[src/rtl/pixel_sensor_ctrl.sv]
// pixel_sensor_ctrl: frame sequencer for the pixel array.
// A frame runs ERASE -> EXPOSE -> CONVERT -> READ (one row at a time). Each
// row is captured from row_data into a one-entry output slot.
// Optional feature: define PIXEL_CTRL_FRAME_CNT_EN to add the 16-bit
// frame_count output (wraps from 0xFFFF to 0).
//
// Handshake: out_valid/out_data/out_row form a valid/ready source. A beat
// transfers on a cycle where out_valid && out_ready. Once out_valid is high,
// out_data/out_row stay stable until that transfer. A row is only captured
// when the slot is free (!out_valid || out_ready). Otherwise the row select
// is held, which stalls readout instead of dropping data.
module pixel_sensor_ctrl #(
  parameter int PIXEL_ARRAY_WIDTH  = 2,
  parameter int PIXEL_ARRAY_HEIGHT = 2,
  parameter int C_ERASE            = 5,
  parameter int C_CONVERT          = 255,
  parameter int C_READ_ROW         = 5,
  parameter int EXPOSE_W           = 8
) (
  input  logic                                    clk,
  input  logic                                    reset,
  input  logic                                    start,
  input  logic                                    continuous,
  input  logic [EXPOSE_W-1:0]                     expose_time,
  output logic                                    ERASE,
  output logic                                    EXPOSE,
  output logic                                    CONVERT,
  output logic [7:0]                              COUNTER,
  output logic [PIXEL_ARRAY_HEIGHT-1:0]           READ,
  input  logic [PIXEL_ARRAY_WIDTH*8-1:0]          row_data,
  output logic [PIXEL_ARRAY_WIDTH*8-1:0]          out_data,
  output logic [(PIXEL_ARRAY_HEIGHT > 1 ? $clog2(PIXEL_ARRAY_HEIGHT) : 1)-1:0] out_row,
  output logic                                    out_valid,
  input  logic                                    out_ready,
  output logic                                    busy,
  output logic                                    frame_done,
`ifdef PIXEL_CTRL_FRAME_CNT_EN
  output logic [15:0]                             frame_count,
`endif
  output logic [2:0]                              state_dbg
);

  localparam int ROW_W   = (PIXEL_ARRAY_HEIGHT > 1) ? $clog2(PIXEL_ARRAY_HEIGHT) : 1;
  // Phase counter covers ERASE, EXPOSE and per-row READ dwell; CONVERT uses COUNTER itself.
  localparam int CNT_MAX = (C_ERASE > C_READ_ROW) ?
                           ((C_ERASE > (2**EXPOSE_W)) ? C_ERASE : (2**EXPOSE_W)) :
                           ((C_READ_ROW > (2**EXPOSE_W)) ? C_READ_ROW : (2**EXPOSE_W));
  localparam int CNT_W   = $clog2(CNT_MAX + 1);
  localparam logic [PIXEL_ARRAY_HEIGHT-1:0] ROW0_SEL = PIXEL_ARRAY_HEIGHT'(1);

  typedef enum logic [2:0] {
    S_IDLE    = 3'd0,
    S_ERASE   = 3'd1,
    S_EXPOSE  = 3'd2,
    S_CONVERT = 3'd3,
    S_READ    = 3'd4
  } state_t;

  state_t              state;
  logic [CNT_W-1:0]    cnt;
  logic [EXPOSE_W-1:0] exp_lat;
  logic [ROW_W-1:0]    row;
  logic                slot_free;
  logic                row_last_cycle;
  logic                capture;
  logic                last_capture;

  assign state_dbg      = state;
  assign slot_free      = !out_valid || out_ready;
  assign row_last_cycle = (state == S_READ) && (cnt == CNT_W'(C_READ_ROW - 1));
  assign capture        = row_last_cycle && slot_free;
  assign last_capture   = capture && (row == ROW_W'(PIXEL_ARRAY_HEIGHT - 1));

  // Frame sequencer: state, phase timing and registered control outputs.
  always_ff @(posedge clk or posedge reset) begin
    if (reset) begin
      state      <= S_IDLE;
      cnt        <= '0;
      exp_lat    <= '0;
      row        <= '0;
      ERASE      <= 1'b0;
      EXPOSE     <= 1'b0;
      CONVERT    <= 1'b0;
      COUNTER    <= 8'd0;
      READ       <= '0;
      busy       <= 1'b0;
      frame_done <= 1'b0;
    end else begin
      frame_done <= 1'b0;
      case (state)
        S_IDLE: begin
          if (start) begin
            state   <= S_ERASE;
            ERASE   <= 1'b1;
            busy    <= 1'b1;
            exp_lat <= expose_time;
            cnt     <= '0;
          end
        end
        S_ERASE: begin
          if (cnt == CNT_W'(C_ERASE - 1)) begin
            ERASE <= 1'b0;
            cnt   <= '0;
            if (exp_lat == '0) begin
              state   <= S_CONVERT;
              CONVERT <= 1'b1;
              COUNTER <= 8'd0;
            end else begin
              state  <= S_EXPOSE;
              EXPOSE <= 1'b1;
            end
          end else begin
            cnt <= cnt + CNT_W'(1);
          end
        end
        S_EXPOSE: begin
          if ((cnt + CNT_W'(1)) == CNT_W'(exp_lat)) begin
            state   <= S_CONVERT;
            EXPOSE  <= 1'b0;
            CONVERT <= 1'b1;
            COUNTER <= 8'd0;
            cnt     <= '0;
          end else begin
            cnt <= cnt + CNT_W'(1);
          end
        end
        S_CONVERT: begin
          if (COUNTER == 8'(C_CONVERT - 1)) begin
            state   <= S_READ;
            CONVERT <= 1'b0;
            COUNTER <= 8'd0;
            READ    <= ROW0_SEL;
            row     <= '0;
            cnt     <= '0;
          end else begin
            COUNTER <= COUNTER + 8'd1;
          end
        end
        S_READ: begin
          if (capture) begin
            cnt <= '0;
            if (last_capture) begin
              frame_done <= 1'b1;
              READ       <= '0;
              row        <= '0;
              if (continuous) begin
                state   <= S_ERASE;
                ERASE   <= 1'b1;
                exp_lat <= expose_time;
              end else begin
                state <= S_IDLE;
                busy  <= 1'b0;
              end
            end else begin
              row  <= row + ROW_W'(1);
              READ <= ROW0_SEL << (row + ROW_W'(1));
            end
          end else if (!row_last_cycle) begin
            cnt <= cnt + CNT_W'(1);
          end
        end
        default: begin
          state   <= S_IDLE;
          ERASE   <= 1'b0;
          EXPOSE  <= 1'b0;
          CONVERT <= 1'b0;
          COUNTER <= 8'd0;
          READ    <= '0;
          busy    <= 1'b0;
          cnt     <= '0;
        end
      endcase
    end
  end

  // One-entry output slot: capture wins over a same-cycle acceptance.
  always_ff @(posedge clk or posedge reset) begin
    if (reset) begin
      out_valid <= 1'b0;
      out_data  <= '0;
      out_row   <= '0;
    end else if (capture) begin
      out_valid <= 1'b1;
      out_data  <= row_data;
      out_row   <= row;
    end else if (out_ready) begin
      out_valid <= 1'b0;
    end
  end

`ifdef PIXEL_CTRL_FRAME_CNT_EN
  // Completed-frame counter, updated together with frame_done.
  always_ff @(posedge clk or posedge reset) begin
    if (reset) begin
      frame_count <= 16'd0;
    end else if (last_capture) begin
      frame_count <= frame_count + 16'd1;
    end
  end
`endif

endmodule

[config.mk]
export PLATFORM = sky130hd
export DESIGN_NAME = pixel_sensor_ctrl
export DESIGN_NICKNAME = d
export VERILOG_FILES = /design/src/rtl/pixel_sensor_ctrl.sv
export SDC_FILE = /design/constraint.sdc
export NUM_CORES = 1
export LEC_CHECK = 0
export BUFFER_PORTS_ARGS = -buffer_cell sky130_fd_sc_hd__buf_2
export CORE_MARGIN = 10
export CORE_UTILIZATION = 49
export CTS_CLUSTER_DIAMETER = 120
export CTS_CLUSTER_SIZE = 20
export DETAILED_ROUTE_END_ITERATION = 16
export MAX_ROUTING_LAYER = met4
export PLACE_DENSITY = 0.87
export REMOVE_ABC_BUFFERS = 1
export SETUP_SLACK_MARGIN = 0.02
export SYNTH_ARGS = -nofsm -noshare
export SYNTH_HDL_FRONTEND = slang
export SYNTH_SLANG_ARGS = --single-unit
[constraint.sdc]
create_clock -name clk -period 2 [get_ports clk]
set_input_delay 0.4 -clock clk [delete_from_list [all_inputs] [get_ports clk]]
set_output_delay 0.4 -clock clk [all_outputs]
set_load 0.02 [all_outputs]
==> results.md <==
- Status: finished with violations
- Failing checks: setup timing
- Gate Count Post-Synth: 288
- Slew headroom: about two thirds
- Flop and latch count out of synthesis: 54
- Crit start category: flip-flop
- Register Area: 1350 µm²
- I/O pin total: 65
- Largest net degree at the start of global routing: between 50 and 60
- Fillers: 382
- Flop2flop setup slack: -0.26 ns
- CTS tree: built
- Clock latency on the worst-skew pair: 0.32 ns
- Final period util: 113%
- DR WL/cell: 19.6 µm
- Root buffer cell: clkbuf_8
- Synth Warn #: 0
- Setup violations, final: 28
- Die H: ~97 µm
- Setup crit start: cnt[0]
- Leak: 0.00203 µW
- Crit Reg-Reg Startpoint: cnt[0]
- Share of cells above drive strength 1: 48.2%
- Setup Skew: 0.0155 ns
- Worst Reg-to-Reg Cells: 8
- Worst Hold Slack: ~0.11 ns
- Post-route DRC: 0
- Die W: 97.2 µm
- Core area: approximately 5900 µm²
- Final ANT Viol Nets: 0
- Hold Buf Count CTS: 0
- Final Max Tran Viols: 0
- Footprint of the multi-input gates: around 1700 µm²
- Die Area: 9440 µm²
- Layout area overhead: 42.4%
- Post-Route WL: 9.62 mm
- Setup TNS: -5.56 ns
- Rows: 28
- Clock Sinks: 54
- DRT iter0 DRCs: 433
- TritonCTS buffer count: 5
- GRT Util Overall: between 10% and 20%
- Clk slew on worst S/H paths: 0.11 ns
- IO Port Bufs: 64
- First-pass GRT wire length: 14.3 mm
- Worst setup path class: flip-flop to flip-flop
- Worst VDD drop: 0.377 mV
- Post-synth cell types: 57
- Antenna cells: 0
- RSZ-0062 raised after global routing: true
- P per Cell Area: 438 nW/µm²
- Max_cap viols: 0
- Setup WS pre-CTS: -0.289 ns
- CP Data Required Time: 2.25 ns
- Placed cells: 464
- Hold Path Class: primary input to asynchronous set/reset pin
- Grt total ovfl: 0
- Post-DP HPWL: 6.04 mm
- Max Clk Rate: 442 MHz
- Number of antenna violations at the first check in global routing: 0
- Primary FF master, synth: dfrtp_1
- Vias in the first global route: ~2.9k
- Post-synth ARST share: 100%
- Router iterations before antenna repair: 5
- Actual slew at the worst max-slew pin: approximately 0.53 ns
- Vias: about 3.0k
- Fin. Hold Viols: 0
- Post-Syn Area: 2920 µm²
- Max FO, Critical Path: 5
- Nets: 447
- Worst setup margin: -0.261 ns
- Sequential element share of the synthesized area: 46.3%
- Vias/cell: 6.09
- Worst path arrival time: 2.51 ns
- Starting density of the core: 49.9%
- Clock Tree Buf Depth: 2
- Syn_area_per_cell: 10.1 µm²
- Worst setup EP type: flip-flop
- Minimum clock period: 2.26 ns
- Cell Count, Final, Fillers Out: 490
- H-tree levels: 2
- EDFF count, synth: 0
- RePlAce Congestion: slightly above 0.9
layer usage:
layer / GRT usage [%] / vias to the layer above / wire (µm)
met4: 6.81 / 0 / 313
met3: 3.70 / 47 / 938
met2: 29.5 / 236 / 4660
met1: 22.5 / 1395 / 3710
li1: - / 1305 / -
met5: - / - / 0
final cells by class:
class / instances / area share [%]
clock buffer: 5 / 1.66
multi-input combinational: 210 / 40.7
clock inverter: 3 / 0.693
tap: 75 / 2.26
sequential: 54 / 32.6
inverter: 15 / 1.42
timing repair buffer: 128 / 20.7
power by group:
part / switching, µW / leakage [µW] / internal [µW]
sequential: 0.0000000000000659 / 0.000728 / 1090
clock: 411 / 0.0000502 / 261
combinational: 31.9 / 0.00125 / 25.3
total: 443 / 0.00203 / 1380
cell usage in the layout, fill, tap and decap left out, types with 3 or more instances in the layout:
cell type	instances
buf_2	64
buf_4	55
dfrtp_1	53
nand2_1	26
mux2_2	19
nor2_1	18
o21ai_0	13
a21oi_1	12
inv_1	11
nand3_1	10
or3_1	7
a31oi_1	6
buf_6	6
nor3_1	5
o21ai_1	5
mux2_4	5
clkbuf_8	5
nor2b_1	3
xor2_1	3
nor3b_1	3
and3_1	3
xnor2_1	3
nand2b_1	3
o21a_1	3
inv_2	3
buf_12	3
sequential cells by signal, summed over array words and instances (netlist names), 2 cells and up:
name,flops
out_data,16
READ,2
COUNTER,8
state_dbg,3
exp_lat,8
cnt,9
per-stage QoR:
stage	util [%]	total power, µW	area (µm²)
after floorplan	-	1130	2870
after global placement	62.6	1170	3660
after detailed placement	62.6	1170	3660
after CTS	68.2	1820	3990
after global routing	71.0	1860	4160
final	71.0	1820	4160
logic make-up (layout without fill, tap and decap cells):
family	Yosys count	in the layout	share of synthesized area, %
fa+ha+maj	4	4	1.72
simple gates	94	95	18.1
mux	26	26	9.95
compound gates	77	77	17.9
buf+inv	25	151	3.60
xor+xnor	8	8	2.40
flops	54	54	46.3
cells in the mapped netlist (all sizes together) (4+ instances only):
cell type | count | area [µm²]
nor3 | 5 | 25.0
nand2 | 28 | 108
inv | 15 | 56.3
nand3 | 10 | 50.1
a21oi | 16 | 91.3
o21ai | 22 | 110
ha | 4 | 50.1
xnor2 | 5 | 43.8
a31oi | 9 | 71.3
or3 | 7 | 43.8
nor2 | 18 | 67.6
nand2b | 4 | 25.0
clkbuf | 4 | 15.0
mux2 | 24 | 270
buf | 6 | 33.8
dfrtp | 54 | 1350
worst paths after layout:
check                               end
max                             CONVERT
min                              cnt[5]
max reg2reg                     CONVERT
min reg2reg                     READ[1]
max in group asynchronous        cnt[2]
min in group clk           out_data[15]
worst max-delay path, cell delays in order (launching register included):
cell and delay (ns):
dfrtp_1 0.45, ha_4 0.18, nand4_1 0.18, or3_1 0.39, o21ai_2 0.22, nand4_4 0.21
buf_4 0.20, a211o_1 0.26, o21ai_1 0.11
timing repair:
| item | CTS | global route |
|---|---|---|
| pin swaps | 23 | 17 |
| setup buffers | 12 | 9 |
| endpoints found under the setup margin | 28 | 29 |
| resized for setup | 31 | 28 |
| cloned | 1 | 0 |
(Power assumes the default switching activity.)
